[src/rtl/conv_pkg.sv]
// Shared types and helpers for the ROM read arbiter: FSM state encoding and
// the bit-width helper used to size address and id fields.
package conv_pkg;

  typedef enum logic {
    IDLE  = 1'b0,
    BURST = 1'b1
  } state_e;

  // Number of bits needed to represent value; never less than one.
  function automatic int clogb2(input int value);
    int n;
    n = 0;
    for (int v = value; v > 0; v = v >> 1) begin
      n = n + 1;
    end
    if (n == 0) begin
      n = 1;
    end
    return n;
  endfunction

endpackage

[src/rtl/rr_arbiter.sv]
// Combinational round-robin picker: first set request bit at or above ptr,
// wrapping, returned both one-hot and as an encoded index.
module rr_arbiter
  import conv_pkg::*;
#(
  parameter int NUM_REQ = 4,
  parameter int IW      = clogb2(NUM_REQ - 1)
) (
  input  logic [NUM_REQ-1:0] req,
  input  logic [IW-1:0]      ptr,
  output logic [NUM_REQ-1:0] grant,
  output logic [IW-1:0]      grant_idx,
  output logic               grant_vld
);

  // Scan from the farthest candidate down so the one closest to ptr wins.
  always_comb begin
    grant     = {NUM_REQ{1'b0}};
    grant_idx = {IW{1'b0}};
    grant_vld = 1'b0;
    for (int k = NUM_REQ - 1; k >= 0; k--) begin
      grant_vld = grant_vld | req[(int'(ptr) + k) % NUM_REQ];
      grant_idx = req[(int'(ptr) + k) % NUM_REQ] ? IW'((int'(ptr) + k) % NUM_REQ) : grant_idx;
    end
    grant[grant_idx] = grant_vld;
  end

endmodule

[src/rtl/rom_read_arbiter.sv]
// Shares one registered-output ROM between NUM_REQ burst requesters, granting
// round-robin and returning each word tagged with its owner id.
module rom_read_arbiter
  import conv_pkg::*;
#(
  parameter int RAM_WIDTH = 32,
  parameter int RAM_DEPTH = 2048,
  parameter int NUM_REQ   = 4,
  parameter int LEN_W     = 8,
  parameter int AW        = clogb2(RAM_DEPTH - 1),
  parameter int IW        = clogb2(NUM_REQ - 1)
) (
  input  logic                     clk,
  input  logic                     rst_n,
  input  logic [NUM_REQ-1:0]       req_valid,
  input  logic [NUM_REQ*AW-1:0]    req_addr,
  input  logic [NUM_REQ*LEN_W-1:0] req_len,
  output logic [NUM_REQ-1:0]       req_ready,
  output logic                     rom_en,
  output logic [AW-1:0]            rom_addr,
  input  logic [RAM_WIDTH-1:0]     rom_dout,
  output logic                     rd_valid,
  output logic [RAM_WIDTH-1:0]     rd_data,
  output logic [IW-1:0]            rd_id,
  output logic                     rd_last
);

  localparam logic [AW-1:0] ADDR_LAST = AW'(RAM_DEPTH - 1);
  localparam logic [IW-1:0] ID_LAST   = IW'(NUM_REQ - 1);

  state_e             state_q, state_d;
  logic [AW-1:0]      addr_q, addr_d;
  logic [LEN_W-1:0]   cnt_q, cnt_d;
  logic [IW-1:0]      id_q, id_d;
  logic [IW-1:0]      ptr_q, ptr_d;
  logic               rd_valid_q, rd_last_q;
  logic [IW-1:0]      rd_id_q;

  logic [NUM_REQ-1:0] grant_s;
  logic [IW-1:0]      grant_idx_s;
  logic               grant_vld_s;
  logic [AW-1:0]      addr_inc_s;
  logic [IW-1:0]      ptr_nxt_s;
  logic               cnt_zero_s;

  rr_arbiter #(
    .NUM_REQ (NUM_REQ),
    .IW      (IW)
  ) u_rr_arbiter (
    .req       (req_valid),
    .ptr       (ptr_q),
    .grant     (grant_s),
    .grant_idx (grant_idx_s),
    .grant_vld (grant_vld_s)
  );

  // Explicit compare keeps the wrap correct for non-power-of-two depths.
  assign addr_inc_s = (addr_q == ADDR_LAST) ? {AW{1'b0}} : addr_q + {{(AW-1){1'b0}}, 1'b1};
  assign ptr_nxt_s  = (grant_idx_s == ID_LAST) ? {IW{1'b0}} : grant_idx_s + {{(IW-1){1'b0}}, 1'b1};
  assign cnt_zero_s = (cnt_q == {LEN_W{1'b0}});

  // Next-state logic; the address is not advanced on the final word so
  // rom_addr holds the last issued address while idle.
  always_comb begin
    state_d = state_q;
    addr_d  = addr_q;
    cnt_d   = cnt_q;
    id_d    = id_q;
    ptr_d   = ptr_q;
    case (state_q)
      IDLE: begin
        if (grant_vld_s) begin
          state_d = BURST;
          addr_d  = req_addr[grant_idx_s * AW +: AW];
          cnt_d   = req_len[grant_idx_s * LEN_W +: LEN_W];
          id_d    = grant_idx_s;
          ptr_d   = ptr_nxt_s;
        end else begin
          state_d = IDLE;
        end
      end
      BURST: begin
        if (cnt_zero_s) begin
          state_d = IDLE;
        end else begin
          addr_d = addr_inc_s;
          cnt_d  = cnt_q - {{(LEN_W-1){1'b0}}, 1'b1};
        end
      end
      default: begin
        state_d = IDLE;
      end
    endcase
  end

  // Burst control registers.
  always_ff @(posedge clk or negedge rst_n) begin
    if (!rst_n) begin
      state_q <= IDLE;
      addr_q  <= {AW{1'b0}};
      cnt_q   <= {LEN_W{1'b0}};
      id_q    <= {IW{1'b0}};
      ptr_q   <= {IW{1'b0}};
    end else begin
      state_q <= state_d;
      addr_q  <= addr_d;
      cnt_q   <= cnt_d;
      id_q    <= id_d;
      ptr_q   <= ptr_d;
    end
  end

  // Return pipe tracks the ROM's one-cycle read latency.
  always_ff @(posedge clk or negedge rst_n) begin
    if (!rst_n) begin
      rd_valid_q <= 1'b0;
      rd_id_q    <= {IW{1'b0}};
      rd_last_q  <= 1'b0;
    end else begin
      rd_valid_q <= (state_q == BURST);
      rd_id_q    <= id_q;
      rd_last_q  <= (state_q == BURST) && cnt_zero_s;
    end
  end

  assign req_ready = (state_q == IDLE) ? (grant_s & {NUM_REQ{rst_n}}) : {NUM_REQ{1'b0}};
  assign rom_en    = (state_q == BURST);
  assign rom_addr  = addr_q;
  assign rd_valid  = rd_valid_q;
  assign rd_data   = rom_dout;
  assign rd_id     = rd_id_q;
  assign rd_last   = rd_last_q;

endmodule
[config.mk]
export PLATFORM = sky130hd
export DESIGN_NAME = rom_read_arbiter
export DESIGN_NICKNAME = d
export VERILOG_FILES = /design/src/rtl/conv_pkg.sv /design/src/rtl/rr_arbiter.sv /design/src/rtl/rom_read_arbiter.sv
export SDC_FILE = /design/constraint.sdc
export NUM_CORES = 1
export LEC_CHECK = 0
export ABC_AREA = 0
export BUFFER_PORTS_ARGS = -buffer_cell sky130_fd_sc_hd__buf_2
export CORE_MARGIN = 5
export CORE_UTILIZATION = 42
export CTS_CLUSTER_SIZE = 10
export DETAILED_ROUTE_END_ITERATION = 12
export GPL_ROUTABILITY_DRIVEN = 0
export PLACE_DENSITY = 0.86
export SYNTH_ARGS = -nofsm -noshare
export SYNTH_HDL_FRONTEND = slang
export SYNTH_HIERARCHICAL = 1
export SYNTH_SLANG_ARGS = --single-unit
[constraint.sdc]
create_clock -name clk -period 2.42 [get_ports clk]
set_input_delay 0 -clock clk [delete_from_list [all_inputs] [get_ports clk]]
set_output_delay 0 -clock clk [all_outputs]
set_load 0.02 [all_outputs]
After elaboration in Yosys (flattened, before gate mapping). Cells that the tools add are included.

Register bits: 28. Latch bits: 0. Memory bits (writable): 0. Bits in read-only memories: 0. Output and inout port bits: 52. Word-level logic and storage cells: 73. Memories kept: 0.

Add/subtract/negate cells: 6. Multipliers: 1. Divide/modulo/power cells: 0. $lt $le $gt $ge: 6. Eq/ne operators: 4. Shift operators: 2. Muxes and demuxes: 29. Bitwise logic cells: 9. Reduce and logical (&&, ||, !) cells: 8.

Operators with widths (count): variable part select 44 x 7 -> 11 bit (1); 2-to-1 mux 11 bit (3); variable part select 32 x 6 -> 8 bit (1); case mux 11 bit (2 select lines) (1); 2-to-1 mux 8 bit (2); case mux 8 bit (2 select lines) (1); less-than comparator 3 x 4 -> 1 bit (second input constant) (3); adder 11 x 1 -> 11 bit (second input constant) (1); == test 11 bit (second input constant) (1); 2-to-1 mux 1 bit (10); 2-to-1 mux 2 bit (5); bitwise AND 4 bit (2); binary-select mux 1 bit (select 2 bit) (4); logical NOT 8 bit (1); subtractor 8 x 1 -> 8 bit (second input constant) (1); less-than comparator 2 x 3 -> 1 bit (second input constant) (2); multiplier 2 x 4 -> 6 bit (second input constant) (1); OR reduction 2 bit (3); adder 2 x 1 -> 2 bit (second input constant) (2); adder 2 bit (second input constant) (2); 2-to-1 mux 4 bit (1); != test 2 bit (second input constant) (2); AND reduction 2 bit (2); bitwise AND 1 bit (first input constant) (3); 7 further kinds (10).

Logic depth before layout (Yosys ltp).
Depth after elaboration: 17. Gate-level depth with buffers: 9. Gate-level depth less buffers: 7.

Cells and area by module. The synthesis kept the hierarchy.

Modules (own cells, without submodules): rom_read_arbiter (times used 1, cells an instance 219, area each 2269.7 µm², sequential area each 700.7 µm²); rr_arbiter (times used 1, cells an instance 29, area each 182.7 µm², sequential area each 0.0 µm²).

Least setup slack after synthesis. Ideal clock, no wire load.

Path kind: flip-flop to flip-flop. From: register ptr_q[0]. To: register addr_q[5] (netlist: rom_addr[5]). Setup time: 0.126 ns. Data arrival time: 2.107 ns. Slack: 0.187 ns. Cell stages (with the launch flop): 8. Path buffers: 1. Clock period less this slack: 2.233 ns. Path through: dfrtp_1 > nor2_1 > o21bai_1 > a221oi_2 > buf_6 > mux4_2 > nor2b_1 > a221o_1.

Cells in the longest elaborated chain, start to end: 12. Elaborated cells between the ends (all ways): 27. Those cells by class: 3 x add/sub; 1 x mul; 1 x eq/ne; 1 x shift; 17 x mux; 3 x bitwise; 1 x reduce/logical.

Ends and longest elaborated chain: from (decl) (RTL line rom_read_arbiter.sv:35) `logic [IW-1:0] ptr_q, ptr_d;`; from (signal assigned) (RTL line rom_read_arbiter.sv:103) `ptr_q <= {IW{1'b0}};`; from (signal assigned) (RTL line rom_read_arbiter.sv:109) `ptr_q <= ptr_d;`; adder 2 bit (RTL line rr_arbiter.sv:23) `grant_idx = req[(int'(ptr) + k) % NUM_REQ] ? IW'((int'(ptr) + k) % NUM_REQ) : grant_idx;`; binary-select mux 1 bit (select 2 bit) (RTL line rr_arbiter.sv:23); 2-to-1 mux 1 bit (implied by the code) (2 in a row) (RTL line rr_arbiter.sv:23); 2-to-1 mux 2 bit (3 in a row) (RTL line rr_arbiter.sv:23); 2-to-1 mux 2 bit (*) (RTL line rr_arbiter.sv:23); net grant_idx_s[0] (RTL line rom_read_arbiter.sv:40) `logic [IW-1:0] grant_idx_s;`; multiplier 2 x 4 -> 6 bit (*) (RTL line rom_read_arbiter.sv:74) `addr_d = req_addr[grant_idx_s * AW +: AW];`; variable part select 44 x 7 -> 11 bit (*) (RTL line rom_read_arbiter.sv:74); 2-to-1 mux 11 bit (*) (RTL line rom_read_arbiter.sv:72) `if (grant_vld_s) begin`; case mux 11 bit (2 select lines) (*) (RTL line rom_read_arbiter.sv:70) `case (state_q)`; to (signal assigned) (RTL line rom_read_arbiter.sv:100) `addr_q <= {AW{1'b0}};`; to (signal assigned) (RTL line rom_read_arbiter.sv:106) `addr_q <= addr_d;`; to (decl) (RTL line rom_read_arbiter.sv:32) `logic [AW-1:0] addr_q, addr_d;`.

The timed path passes the listed nets; every way through them passes the cells marked *. The select of a mux whose other input is x is not followed. A chain may end at the register's enable or synchronous reset.

Worst setup path after layout.
From: register ptr_q[1]. To: register addr_q[3] (netlist: rom_addr[3]).

Same word-level chain as after synthesis.

==> flow_summary.toml <==
[synthesis]
synthFlopType = "dfrtp_1"
avgSynthCellArea_um2 = 9.89
synth_cell_type_count = 52
yosysWarnings = 6
synth_area_um2 = 2450
synth.most_common_cell = "buf_4"
ys_seq_elements = 28
ys_seq_area_share_pct = 28.6
synthCells = 248
synth_top_area_share_pct = 28.6
synthArstFlopShare_pct = 100
syn_nets = 366
synth_edf_count = 0
synthTopCellsByArea = "dfrtp_1 (29%), mux4_2 (17%), buf_4 (10%), a21oi_1 (3.1%), nand2_1 (2.8%)"
yosysTopAreaCell = "dfrtp_1"
synth_common_cells = "buf_4 (33), dfrtp_1 (28), mux4_2 (19), nand2_1 (18), a21oi_1 (15)"

[global_route]
antenna_found_initial = 0
grt_pass1_wl_mm = 11.0
grt_max_degree = 30
gr-total-overflow = 0
grt_pass1_vias = 2305
grt_usage_pct = 18.3

[critical_path]
cp-startpoint = "ptr_q[1]"
r2r_slack_ns = 0.12
start_kind = "register"
r2r-end = "rom_addr[3]"
r2r_start = "ptr_q[1]"
required_ns = 2.59
cp_max_fo = 12
end_kind = "register"
reg2reg_depth = 8
worst-setup-path-type = "reg2reg"
endpoint = "rom_addr[3]"
cp.arrival_ns = 2.47

[drt]
first_pass_iters = 4
via_per_inst = 5.71
drcViolationCount = 0
ant_nets = 0
num_vias = 2237
first_iter_violations = 85
routed_wl_mm = 6.75
wl_per_cell_um = 17.2

[die]
fp.dieW_um = 86.4
coreArea_um2 = 5570
die_area_um2 = 7470
initial_utilization_pct = 44.0
die_h_um = 86.4
io_pins = 166
rows = 27

[final_layout]
syn2layout_area_growth_pct = 18.5
antenna_cells = 0
final_layout_size_suffix_gt1_share_pct = 46.9
nNetsFinal = 440

[clock_tree]
root_buffer = "clkbuf_8"
ctsHtreeMaxLevel = 1
clockBufferDepth = 2
cts_tree = "built"
cts_buffers = 3
clock_sinks = 28
worstSkewPairLatency_ns = 0.28
clk_pin_slew_ns = 0.09

[place]
place_ws_ns = 0.111
port-buffer-count = 101
dpl.hpwl_mm = 5.25

[pwr]
power_leakage_uw = 0.00135
power-per-cell-area_nw_per_um2 = 976
ir_drop_uv = 618

[sta]
fmax_mhz = 434
worst_slew_pin_slew_ns = 0.472
finalHoldViolCount = 0
setup_viol = 0
setup_slack_ns = 0.118
finClkSkew_ns = 0.00798
tns_ns = 0
final.min_clock_period_ns = 2.30
slew_viol_final = 0
fin_crit_sh_pct = 95.1
rsz0062_at_grt = "no"
relSlewSlack_pct = 68.5

[min_path]
holdPathStages = 0
hold_class = "in2out"

[flow_run]
cap_violations = 0

[status]
outcome = "finished, final reports clean"
==> layer usage <==
metal  vias to the layer above  track usage (%)  share of wire (%)  routed length [um]
li1                       1032                -                  -                   -
met1                      1072             20.5                 38                2560
met2                       114             33.4                 51                3460
met3                        19             5.04                8.5                 576
met4                         0             5.81                2.2                 150
met5                         -                0                  0                   0
==> flip-flops by register name (all words and copies together) (netlist names) <==
signal,count
cnt_q,8
id_q,2
ptr_q,2
rd_id,2
rd_last,1
rd_valid,1
rom_addr,11
rom_en,1
==> power breakdown <==
group	switching (uW)	leakage (uW)	internal, uW
logic	773	0.00100	835
clock network	152	0.0000216	112
registers	281	0.000326	683
total	1210	0.00135	1630
==> metrics by stage <==
stage,std cells,hold WS [ns],instance area (um2),power (uW),util [%]
6_report,392,0.00000774,2910,2840,52.1
5_1_grt,392,0.0000301,2910,3060,52.1
4_1_cts,388,0.000137,2860,2790,51.3
3_5_place_dp,384,0.000137,2810,2520,50.3
3_3_place_gp,384,0.000137,2810,2450,50.3
2_1_floorplan,248,-0.296,2450,2110,-
==> cell usage in the layout, fill, tap and decap left out, types with 2 or more instances in the layout <==
| cell | n |
|---|---|
| o21a_1 | 3 |
| a21oi_1 | 15 |
| mux2_2 | 3 |
| o21ai_0 | 9 |
| buf_4 | 10 |
| and3_1 | 2 |
| nand3b_1 | 3 |
| nand2b_1 | 4 |
| ha_1 | 4 |
| nand4_2 | 2 |
| nor3_1 | 5 |
| nor2b_1 | 9 |
| clkbuf_8 | 3 |
| and2_1 | 4 |
| o22ai_1 | 7 |
| a2bb2oi_1 | 2 |
| mux4_2 | 19 |
| dfrtp_1 | 27 |
| o31ai_1 | 2 |
| buf_12 | 2 |
| a31oi_1 | 3 |
| xor2_1 | 3 |
| nand2_1 | 18 |
| nand3_1 | 9 |
| nor2_1 | 11 |
| a211oi_1 | 2 |
| buf_2 | 101 |
| inv_1 | 9 |
| o221ai_1 | 2 |
| a211o_1 | 2 |
==> how the worst min path moves through the flow <==
stage / end / startpoint / slack [ns]
detailed placement: rd_data[20] / rom_dout[20] / 0.0001
global route: rd_data[13] / rom_dout[13] / 0.00003
finish: rd_data[13] / rom_dout[13] / 0.000008
floorplan: cnt_q[0] / rst_n / -0.30
global placement: rd_data[20] / rom_dout[20] / 0.0001
CTS: rd_data[20] / rom_dout[20] / 0.0001
==> critical path, stage by stage, from the launching register on <==
cell	delay [ns]
dfrtp_1	0.45
inv_1	0.16
nor2_1	0.11
a221oi_4	0.36
buf_12	0.20
mux4_2	0.49
inv_1	0.07
o32ai_1	0.07
a211o_1	0.29
==> final cells by class <==
| type | count | area, um2 |
|---|---|---|
| Inverter | 10 | 37.5 |
| Fill cell | 524 | 2670 |
| Tap cell | 72 | 90.1 |
| Sequential cell | 28 | 702 |
| Clock buffer | 3 | 41.3 |
| Timing Repair Buffer | 115 | 642 |
| Multi-Input combinational cell | 164 | 1390 |
==> what timing repair did <==
action | CTS | global route
endpoints found under the hold margin | 28 | 0
hold buffers | 1 | 0
endpoints found under the setup margin | 0 | 4
buffers inserted | 0 | 4
resized for setup | 0 | 2
==> kinds of logic after synthesis <==
group | after synthesis | synth area share (%)
simple gates | 74 | 17.0
compound gates | 60 | 17.0
buf+inv | 56 | 15.1
flops | 28 | 28.6
mux | 23 | 19.2
fa+ha+maj | 4 | 2.04
xor+xnor | 3 | 1.07
(Power assumes the default switching activity.)
